$ cat config.mk
export PLATFORM = sky130hd
export DESIGN_NAME = mul_wallacetree_pipe
export DESIGN_NICKNAME = d
export VERILOG_FILES = /design/src/rtl/mul_wt_pkg.sv /design/src/rtl/mul_wallacetree_pipe_reduce.sv /design/src/rtl/mul_wallacetree_pipe.sv
export SDC_FILE = /design/constraint.sdc
export NUM_CORES = 1
export LEC_CHECK = 0
export CAP_MARGIN = 10
export CORE_UTILIZATION = 47
export DETAILED_ROUTE_END_ITERATION = 10
export PLACE_DENSITY = 0.78
export SYNTH_ARGS = -nofsm -noshare
export SYNTH_HDL_FRONTEND = slang
export SYNTH_SLANG_ARGS = --single-unit
export TNS_END_PERCENT = 100
$ cat constraint.sdc
create_clock -name clk -period 2.45 [get_ports clk]
set_input_delay 0.49 -clock clk [delete_from_list [all_inputs] [get_ports clk]]
set_output_delay 0.49 -clock clk [all_outputs]
set_load 0.05 [all_outputs]
$ cat src/rtl/mul_wt_pkg.sv
// mul_wt_pkg: shared widths, carry-save and stage types, Wallace level helpers
// Types are sized for the widest legal build (MAX_WIDTH operands,
// MAX_TAG_W tags). Narrower instances zero-extend into them, and synthesis
// trims the constant-zero bits.
package mul_wt_pkg;

    localparam int DEFAULT_WIDTH  = 11;
    localparam int DEFAULT_STAGES = 2;
    localparam int MAX_WIDTH      = 32;
    localparam int MAX_TAG_W      = 16;

    typedef struct packed {
        logic [2*MAX_WIDTH-1:0] sum;
        logic [2*MAX_WIDTH-1:0] carry;
    } csa_pair_t;

    typedef struct packed {
        logic [2*MAX_WIDTH-1:0] payload;
        logic [MAX_TAG_W-1:0]   tag;
        logic                   sgn;
    } stage_t;

    // Rows left after one Wallace level: each group of three becomes two,
    // and a leftover pair or single row is carried forward.
    function automatic int wt_next(input int n);
        return 2 * (n / 3) + n % 3;
    endfunction

    function automatic int wt_rows(input int n, input int l);
        int r = n;
        for (int k = 0; k < l; k++) r = wt_next(r);
        return r;
    endfunction

    function automatic int wt_levels(input int n);
        int r = n;
        int l = 0;
        while (r > 2) begin
            r = wt_next(r);
            l++;
        end
        return l;
    endfunction

endpackage

$ cat src/rtl/mul_wallacetree_pipe_reduce.sv
// wallace_reduce: combinational partial-product generation and Wallace reduction to a carry-save pair
// Ports:
//   a, b : WIDTH-bit operands
//   sgn  : treat operands as two's complement (only with MUL_WALLACETREE_SIGNED_EN)
//   csa  : sum and carry rows; their sum mod 2^(2*WIDTH) is the exact product
// With MUL_WALLACETREE_SIGNED_EN, Baugh-Wooley correction is applied when sgn=1.
// Without the macro, the array is plain unsigned.
module wallace_reduce
    import mul_wt_pkg::*;
#(
    parameter int WIDTH = DEFAULT_WIDTH
) (
    input  logic [WIDTH-1:0] a,
    input  logic [WIDTH-1:0] b,
`ifdef MUL_WALLACETREE_SIGNED_EN
    input  logic             sgn,
`endif
    output csa_pair_t        csa
);

    localparam int PW = 2 * WIDTH;
    localparam int CW = 2 * MAX_WIDTH;
`ifdef MUL_WALLACETREE_SIGNED_EN
    localparam int NR = WIDTH + 1;
`else
    localparam int NR = WIDTH;
`endif
    localparam int NL = wt_levels(NR);

    logic [PW-1:0] rows [0:NL][0:NR-1];

    for (genvar j = 0; j < WIDTH; j++) begin : g_pp
        logic [WIDTH-1:0] pp;
`ifdef MUL_WALLACETREE_SIGNED_EN
        // Partial products pairing exactly one sign bit are inverted.
        always_comb
            for (int i = 0; i < WIDTH; i++)
                pp[i] = (a[i] & b[j]) ^ (sgn & ((i == WIDTH - 1) != (j == WIDTH - 1)));
`else
        assign pp = a & {WIDTH{b[j]}};
`endif
        assign rows[0][j] = PW'(pp) << j;
    end

`ifdef MUL_WALLACETREE_SIGNED_EN
    // Baugh-Wooley constants: ones at bit WIDTH and at bit 2*WIDTH-1.
    assign rows[0][WIDTH] = sgn ? (PW'(1) << WIDTH) | (PW'(1) << (PW - 1)) : '0;
`endif

    for (genvar l = 0; l < NL; l++) begin : g_lvl
        localparam int N = wt_rows(NR, l);
        localparam int G = N / 3;
        for (genvar g = 0; g < G; g++) begin : g_fa
            logic [PW-1:0] x, y, z;
            assign x = rows[l][3*g];
            assign y = rows[l][3*g+1];
            assign z = rows[l][3*g+2];
            assign rows[l+1][2*g]   = x ^ y ^ z;
            assign rows[l+1][2*g+1] = ((x & y) | (x & z) | (y & z)) << 1;
        end
        if (N % 3 == 2) begin : g_ha
            assign rows[l+1][2*G]   = rows[l][3*G] ^ rows[l][3*G+1];
            assign rows[l+1][2*G+1] = (rows[l][3*G] & rows[l][3*G+1]) << 1;
        end else if (N % 3 == 1) begin : g_pass
            assign rows[l+1][2*G] = rows[l][3*G];
        end
        for (genvar r = wt_next(N); r < NR; r++) begin : g_zero
            assign rows[l+1][r] = '0;
        end
    end

    assign csa.sum   = CW'(rows[NL][0]);
    assign csa.carry = CW'(rows[NL][1]);

endmodule

$ cat src/rtl/mul_wallacetree_pipe.sv
// mul_wallacetree_pipe: pipelined WIDTH x WIDTH Wallace-tree multiplier with tag sideband and valid/ready
// Ports:
//   clk, rst (async, active-high), flush (sync clear of all stages)
//   in_valid/in_ready, in_a, in_b, in_tag   : operand side
//   in_signed                               : two's complement operands (MUL_WALLACETREE_SIGNED_EN only)
//   out_valid/out_ready, out_result, out_tag: product side
// Stage 1 holds the carry-save pair, stage 2 the resolved product, and
// stages 3..STAGES are plain delay registers. STAGES must be at least 2,
// and TAG_W must not exceed MAX_TAG_W.
module mul_wallacetree_pipe
    import mul_wt_pkg::*;
#(
    parameter int WIDTH  = DEFAULT_WIDTH,
    parameter int STAGES = DEFAULT_STAGES,
    parameter int TAG_W  = 4
) (
    input  logic               clk,
    input  logic               rst,
    input  logic               flush,
    input  logic               in_valid,
    output logic               in_ready,
    input  logic [WIDTH-1:0]   in_a,
    input  logic [WIDTH-1:0]   in_b,
    input  logic [TAG_W-1:0]   in_tag,
`ifdef MUL_WALLACETREE_SIGNED_EN
    input  logic               in_signed,
`endif
    output logic               out_valid,
    input  logic               out_ready,
    output logic [2*WIDTH-1:0] out_result,
    output logic [TAG_W-1:0]   out_tag
);

    logic [STAGES:1] v, ld, dr;
    csa_pair_t       csa, s1_csa;
    logic [TAG_W-1:0] s1_tag;
    logic            s1_sgn;
    stage_t          st [2:STAGES];
    logic            unused_bits;

    wallace_reduce #(.WIDTH(WIDTH)) u_tree (
        .a   (in_a),
        .b   (in_b),
`ifdef MUL_WALLACETREE_SIGNED_EN
        .sgn (in_signed),
`endif
        .csa (csa)
    );

    // Stall chain from the output back to the input: a stage drains when
    // its successor loads, and the last stage drains on the output handshake.
    always_comb begin
        ld = '0;
        dr = '0;
        dr[STAGES] = out_ready;
        for (int k = STAGES; k >= 2; k--) begin
            ld[k] = v[k-1] && (!v[k] || dr[k]);
            dr[k-1] = ld[k];
        end
        in_ready = !rst && !flush && (!v[1] || dr[1]);
        ld[1] = in_valid && in_ready;
    end

    always_ff @(posedge clk or posedge rst) begin
        if (rst) begin
            v      <= '0;
            s1_csa <= '0;
            s1_tag <= '0;
            s1_sgn <= 1'b0;
            for (int k = 2; k <= STAGES; k++) st[k] <= '0;
        end else if (flush) begin
            v <= '0;
        end else begin
            for (int k = 1; k <= STAGES; k++)
                if (ld[k]) v[k] <= 1'b1;
                else if (dr[k]) v[k] <= 1'b0;
            if (ld[1]) begin
                s1_csa <= csa;
                s1_tag <= in_tag;
`ifdef MUL_WALLACETREE_SIGNED_EN
                s1_sgn <= in_signed;
`else
                s1_sgn <= 1'b0;
`endif
            end
            if (ld[2])
                st[2] <= '{payload: s1_csa.sum + s1_csa.carry,
                           tag:     MAX_TAG_W'(s1_tag),
                           sgn:     s1_sgn};
            for (int k = 3; k <= STAGES; k++)
                if (ld[k]) st[k] <= st[k-1];
        end
    end

    assign out_valid  = v[STAGES];
    assign out_result = st[STAGES].payload[2*WIDTH-1:0];
    assign out_tag    = st[STAGES].tag[TAG_W-1:0];

    // Bits above the configured widths are always zero or modulo overflow.
    assign unused_bits = ^{st[STAGES].payload >> (2 * WIDTH), st[STAGES].tag >> TAG_W, st[STAGES].sgn};

endmodule

== After elaboration in Yosys (flattened, before gate mapping) ==
Cells that the tools add are included.

* Add/subtract/negate cells: 1
* Multipliers: 0
* Div/mod/pow operators: 0
* Order comparisons: 0
* Eq/ne operators: 0
* Shift operators: 0
* Muxes and demuxes: 5
* Bitwise logic cells: 79
* Reduce and logical (&&, ||, !) cells: 14

{| class="wikitable"
|+ Operator list
! kind !! number
|-
| 21-bit bitwise AND || 19
|-
| 21-bit bitwise OR || 15
|-
| 22-bit bitwise XOR || 12
|-
| 11-bit bitwise AND || 11
|-
| 22-bit adder || 1
|-
| 21-bit by 22-bit bitwise XOR with 22-bit output || 1
|-
| 20-bit by 21-bit bitwise AND with 21-bit output || 1
|-
| 21-bit by 13-bit bitwise OR with 21-bit output || 1
|-
| 21-bit by 16-bit bitwise OR with 21-bit output || 1
|-
| 21-bit by 19-bit bitwise OR with 21-bit output || 1
|-
| 20-bit by 21-bit bitwise XOR with 21-bit output || 1
|-
| 17-bit by 19-bit bitwise AND with 19-bit output || 1
|-
| 18-bit by 19-bit bitwise AND with 19-bit output || 1
|-
| 18-bit by 19-bit bitwise XOR with 19-bit output || 1
|-
| 17-bit by 18-bit bitwise AND with 18-bit output || 1
|-
| 17-bit by 18-bit bitwise XOR with 18-bit output || 1
|-
| 14-bit by 16-bit bitwise AND with 16-bit output || 1
|-
| 15-bit by 16-bit bitwise AND with 16-bit output || 1
|-
| 15-bit by 16-bit bitwise XOR with 16-bit output || 1
|-
| 14-bit by 15-bit bitwise AND with 15-bit output || 1
|-
| 14-bit by 15-bit bitwise XOR with 15-bit output || 1
|-
| 11-bit by 13-bit bitwise AND with 13-bit output || 1
|-
| 12-bit by 13-bit bitwise AND with 13-bit output || 1
|-
| 12-bit by 13-bit bitwise XOR with 13-bit output || 1
|-
| 10 further kinds || 22
|}

* Flip-flop bits (word level): 75
* Bits in latches: 0
* Memory bits (writable): 0
* ROM bits: 0
* Memories: 0

== Longest topological paths before layout ==
* Depth after elaboration: 16
* Gate-level depth with buffers: 12
* Gate-level depth less buffers: 11

== Modules after synthesis ==
A second synthesis with hierarchy kept.

* Cells, all modules: 842
* Area, all modules: 8404.3 um2

{| class="wikitable"
|+ Modules (own cells, without submodules)
! module !! instances !! cells an instance !! area each (um2)
|-
| wallace_reduce || 1 || 462 || 4310.4
|-
| mul_wallacetree_pipe || 1 || 380 || 4093.9
|}

== Worst setup path before layout ==
No wires, ideal clock.

* Path type: input port to flip-flop
* Start point: in in_a[3]
* End point: reg s1_csa[75] in the netlist's numbering
* Arrival: 3.572 ns
* Data required time: 2.325 ns
* Slack: -1.247 ns
* Stages: 10
* Path through: clkbuf_1 > and2_1 > fa_1 > inv_1 > fa_1 > fa_1 > inv_1 > fa_1 > fa_1 > mux2_2

{| class="wikitable"
|+ RTL lines
! item !! line !! text
|-
| start, declared || mul_wallacetree_pipe.sv:22 || <nowiki>input logic [WIDTH-1:0] in_a,</nowiki>
|-
| end signal, assigned || mul_wallacetree_pipe.sv:78 || <nowiki>s1_csa <= csa;</nowiki>
|-
| end, declared || mul_wallacetree_pipe.sv:35 || <nowiki>csa_pair_t csa, s1_csa;</nowiki>
|}

==> key figures <==
Min path
  • Hold path startpoint: s1_tag[2]
  • Hold EP: out_tag[2]
  • Hold Crit Class: register to register
  • Hold depth: 2

Placed design
  • HPWL after DPL: 11,800 microns
  • IO Port Bufs: 58
  • GPL Wtd Cong: around 0.87
  • Cell Count Post-Placement: slightly above 900
  • Setup Slack @ Placement: -1820 ps

Power and ir drop
  • Flop pwr share: 0.235
  • Pwr per Cell Area: about 870 mW/mm^2
  • Clock power frac: 0.181
  • Leak: between 4 and 5 nW
  • Internal power: about 4.6 mW
  • Sw Share: 0.416
  • Sw Pwr: 3.27 mW
  • Max IR drop VDD: 0.429 mV
  • Comb pwr share: 0.583
  • Overall Power: approximately 7.8 mW

STA
  • Least-Margin Pin Slew: ~590 ps
  • Final Hold Viols: 0
  • Period utilization: 1.38
  • Clock Skew: between 7 and 8 ps
  • RSZ-0062 raised after global routing: yes
  • Final setup violation count: 31
  • Final Worst Setup Slack: -935 ps
  • Max Freq: roughly 300 MHz
  • Final min period: about 3400 ps
  • Rel. slew slack: 0.601
  • Slew Viols, Final: 0

Critical path
  • Worst Setup Path Type: input pin to register
  • CP Launch Type: input pin
  • Max FO, Critical Path: 7
  • CP Capture Type: register
  • Data arrival, critical path: between 3000 and 4000 ps
  • FF-to-FF Start: s1_csa[6]
  • Worst reg2reg path depth: 8
  • Worst flop-to-flop path endpoint: out_result[20]
  • Flop2flop setup slack: 240 ps
  • Worst Path Required: 2660 ps

Global routing
  • Vias in the first global route: between 5k and 6k
  • GRT Resource Usage Total: 0.221
  • Initial antenna violation count: 0
  • Largest net degree at the start of global routing: a little over 70
  • First-pass GRT wire length: 25,800 microns
  • Grt ovf: 0

Synth
  • Largest area contributor in the netlist: dfrtp_1
  • Number of synthesized flops with an enable pin: 0
  • Main flop type after synthesis: dfrtp_1
  • Synth Warn #: 0
  • Leading post-synthesis cells by cell area: dfrtp_1 (26%), fa_1 (25%), ha_1 (12%)
  • Synth Cell Area: a little under 0.007 sq mm
  • Mapped Avg Cell Area: 10.1 sq um
  • Post-synth cell types: between 40 and 50
  • Gate count of the mapped netlist: about 680
  • Synth top area share: 0.257
  • Flops & latches, synth: 70
  • Sequential area share after synthesis: 0.257
  • Async SR Flop Fraction: 1.00
  • Mapped Nets: 856

Drt
  • DRT met1 WL: between 6000 and 7000 microns
  • Total Wirelength: approximately 16,000 microns
  • Antenna Nets Post-Route: 0
  • Vias per inst: a little over 5
  • Met3 routed WL: approximately 470 microns
  • Drc violations: 0
  • Met2 routed WL: about 8600 microns
  • Via Count: around 5k
  • Uppermost layer routed: met4
  • First-pass detailed-route iteration total: 5
  • WL/cell: between 15 and 20 microns
  • DRT iter0 DRCs: ~200

Clock tree
  • CTS Buffer Depth: 2
  • Hold buffer count at cts: 0
  • CTS H-tree lvls: 3
  • Clock-pin slew on the worst setup and hold paths: 50 ps
  • CTS Root Cell: clkbuf_16
  • Clk sinks: 70
  • Worst skew pair latency: between 300 and 400 ps
  • CTS tree: yes
  • Number of CTS-inserted buffers: 9

Floorplanning
  • Die area: 0.0150 sq mm
  • Boundary pin count: 59
  • Starting Density: 0.487
  • Row count: between 40 and 50
  • Die Wd: between 100 and 150 microns
  • Die Height: 122 microns
  • Core Region: around 0.014 sq mm

Run status
  • Violated checks: negative setup slack
  • Outcome: finished, violations left

Layout
  • Share of layout cells above drive strength 1: 0.355
  • Area growth syn-to-layout: 33.0%
  • Finished Layout Cells: ~960
  • Layout net count: ~950
  • Diode count: 0

Run
  • Max-Cap Viols: 0
## area by class of cell
type,count,area (sq um)
multi-input cells,470,5100
fillers,1050,4930
flip-flops and latches,70,1750
repair buffers,118,1260
inverters,103,387
clock buffers,11,253
well taps,180,225
clock inverters,5,81.3
## placed cells by master, fill, tap and decap left out, types with 6 or more instances in the layout
cell type	instances
inv_1	76
nand2_1	74
dfrtp_1	70
fa_1	55
and2_1	52
ha_1	43
and2_4	42
clkdlybuf4s50_1	35
buf_6	31
buf_4	31
fa_2	29
inv_2	27
mux2_4	26
o21ai_0	19
ha_4	19
mux2_2	13
a21oi_1	13
buf_12	12
clkbuf_16	9
nand2_2	8
nor2_1	6
## power by group through the flow
stage / Sequential (mW) / Combinational (mW) / Clock [mW]
after CTS: 1.85 / 4.41 / 1.44
after global placement: 1.83 / 3.97 / 0
after detailed placement: 1.85 / 4.09 / 0
after floorplan: 2.38 / 2.40 / 0
after global routing: 1.90 / 5.04 / 1.49
final: 1.85 / 4.58 / 1.42
## worst max path at each step
stage / from / endpoint / slack [ps] / cells past startpoint
final: in_b[3] / s1_csa[74] / -940 / 10
after global routing: in_b[5] / s1_csa[76] / -1000 / 10
after CTS: in_a[4] / s1_csa[74] / -1030 / 10
after detailed placement: in_b[5] / s1_csa[74] / -1820 / 10
after global placement: in_a[6] / s1_csa[75] / -1810 / 10
after floorplan: in_a[2] / s1_csa[74] / -1180 / 10
## critical path, stage by stage
cell and delay (ps):
buf_12 110, and2_4 150, fa_1 570, inv_2 50, fa_2 410, fa_1 540, inv_1 50, fa_1 490
fa_2 440, mux2_4 280
## routing by layer
| metal | global-route usage | vias up |
|---|---|---|
| met5 | 0 | - |
| met3 | 0.0297 | 17 |
| li1 | - | 2311 |
| met2 | 0.413 | 89 |
| met1 | 0.268 | 2513 |
| met4 | 0.0488 | 0 |
## kinds of logic after synthesis
kind of cell | after synthesis | synth area share
AOI/OAI and AO/OA | 64 | 0.0634
xor gates and xnor gates | 8 | 0.0103
adders and majority gates | 148 | 0.365
buffers and inverters | 137 | 0.0774
DFF | 70 | 0.257
muxes | 41 | 0.0676
and+or+nand+nor | 209 | 0.160
## per-stage QoR
| stage | utilization | hold slack [ps] | cell area, sq um | TNS, ps |
|---|---|---|---|---|
| global route | 0.647 | 485 | 9050 | -22040 |
| detailed placement | 0.577 | 456 | 8080 | -50770 |
| finish | 0.647 | 474 | 9050 | -20480 |
| CTS | 0.630 | 470 | 8810 | -22020 |
| floorplan | - | 433 | 7250 | -25210 |
| global placement | 0.577 | 439 | 8080 | -49380 |
## flip-flops by register name, indices dropped and copies added, names as in the netlist
signal / count
v: 2
out_result: 22
out_tag: 4
s1_csa: 38
s1_tag: 4
## Yosys cell counts (2+ instances only)
master and n:
inv_1 103, and2_1 94, nand2_1 85, fa_1 84, dfrtp_1 70, ha_1 64
mux2_2 35, clkbuf_1 24, o21ai_0 19, a21oi_1 13, buf_2 7, nor2_1 6
a21o_1 5, mux2_1 5, nand2b_1 5, nor3_1 5, xor2_1 5, nand3_1 4
o31ai_1 4, a21boi_0 3, xnor2_1 3, a211oi_1 2, a31oi_1 2, buf_1 2
o211ai_1 2, o21a_1 2, o31a_1 2, or4_1 2
## timing repair
item	4_1_cts	5_1_grt
setup endpoints to repair	34	33
hold endpoints to repair	0	0
gates resized for setup	211	61
pin swaps	54	48
buffers inserted	12	8
(Power assumes the default switching activity.)
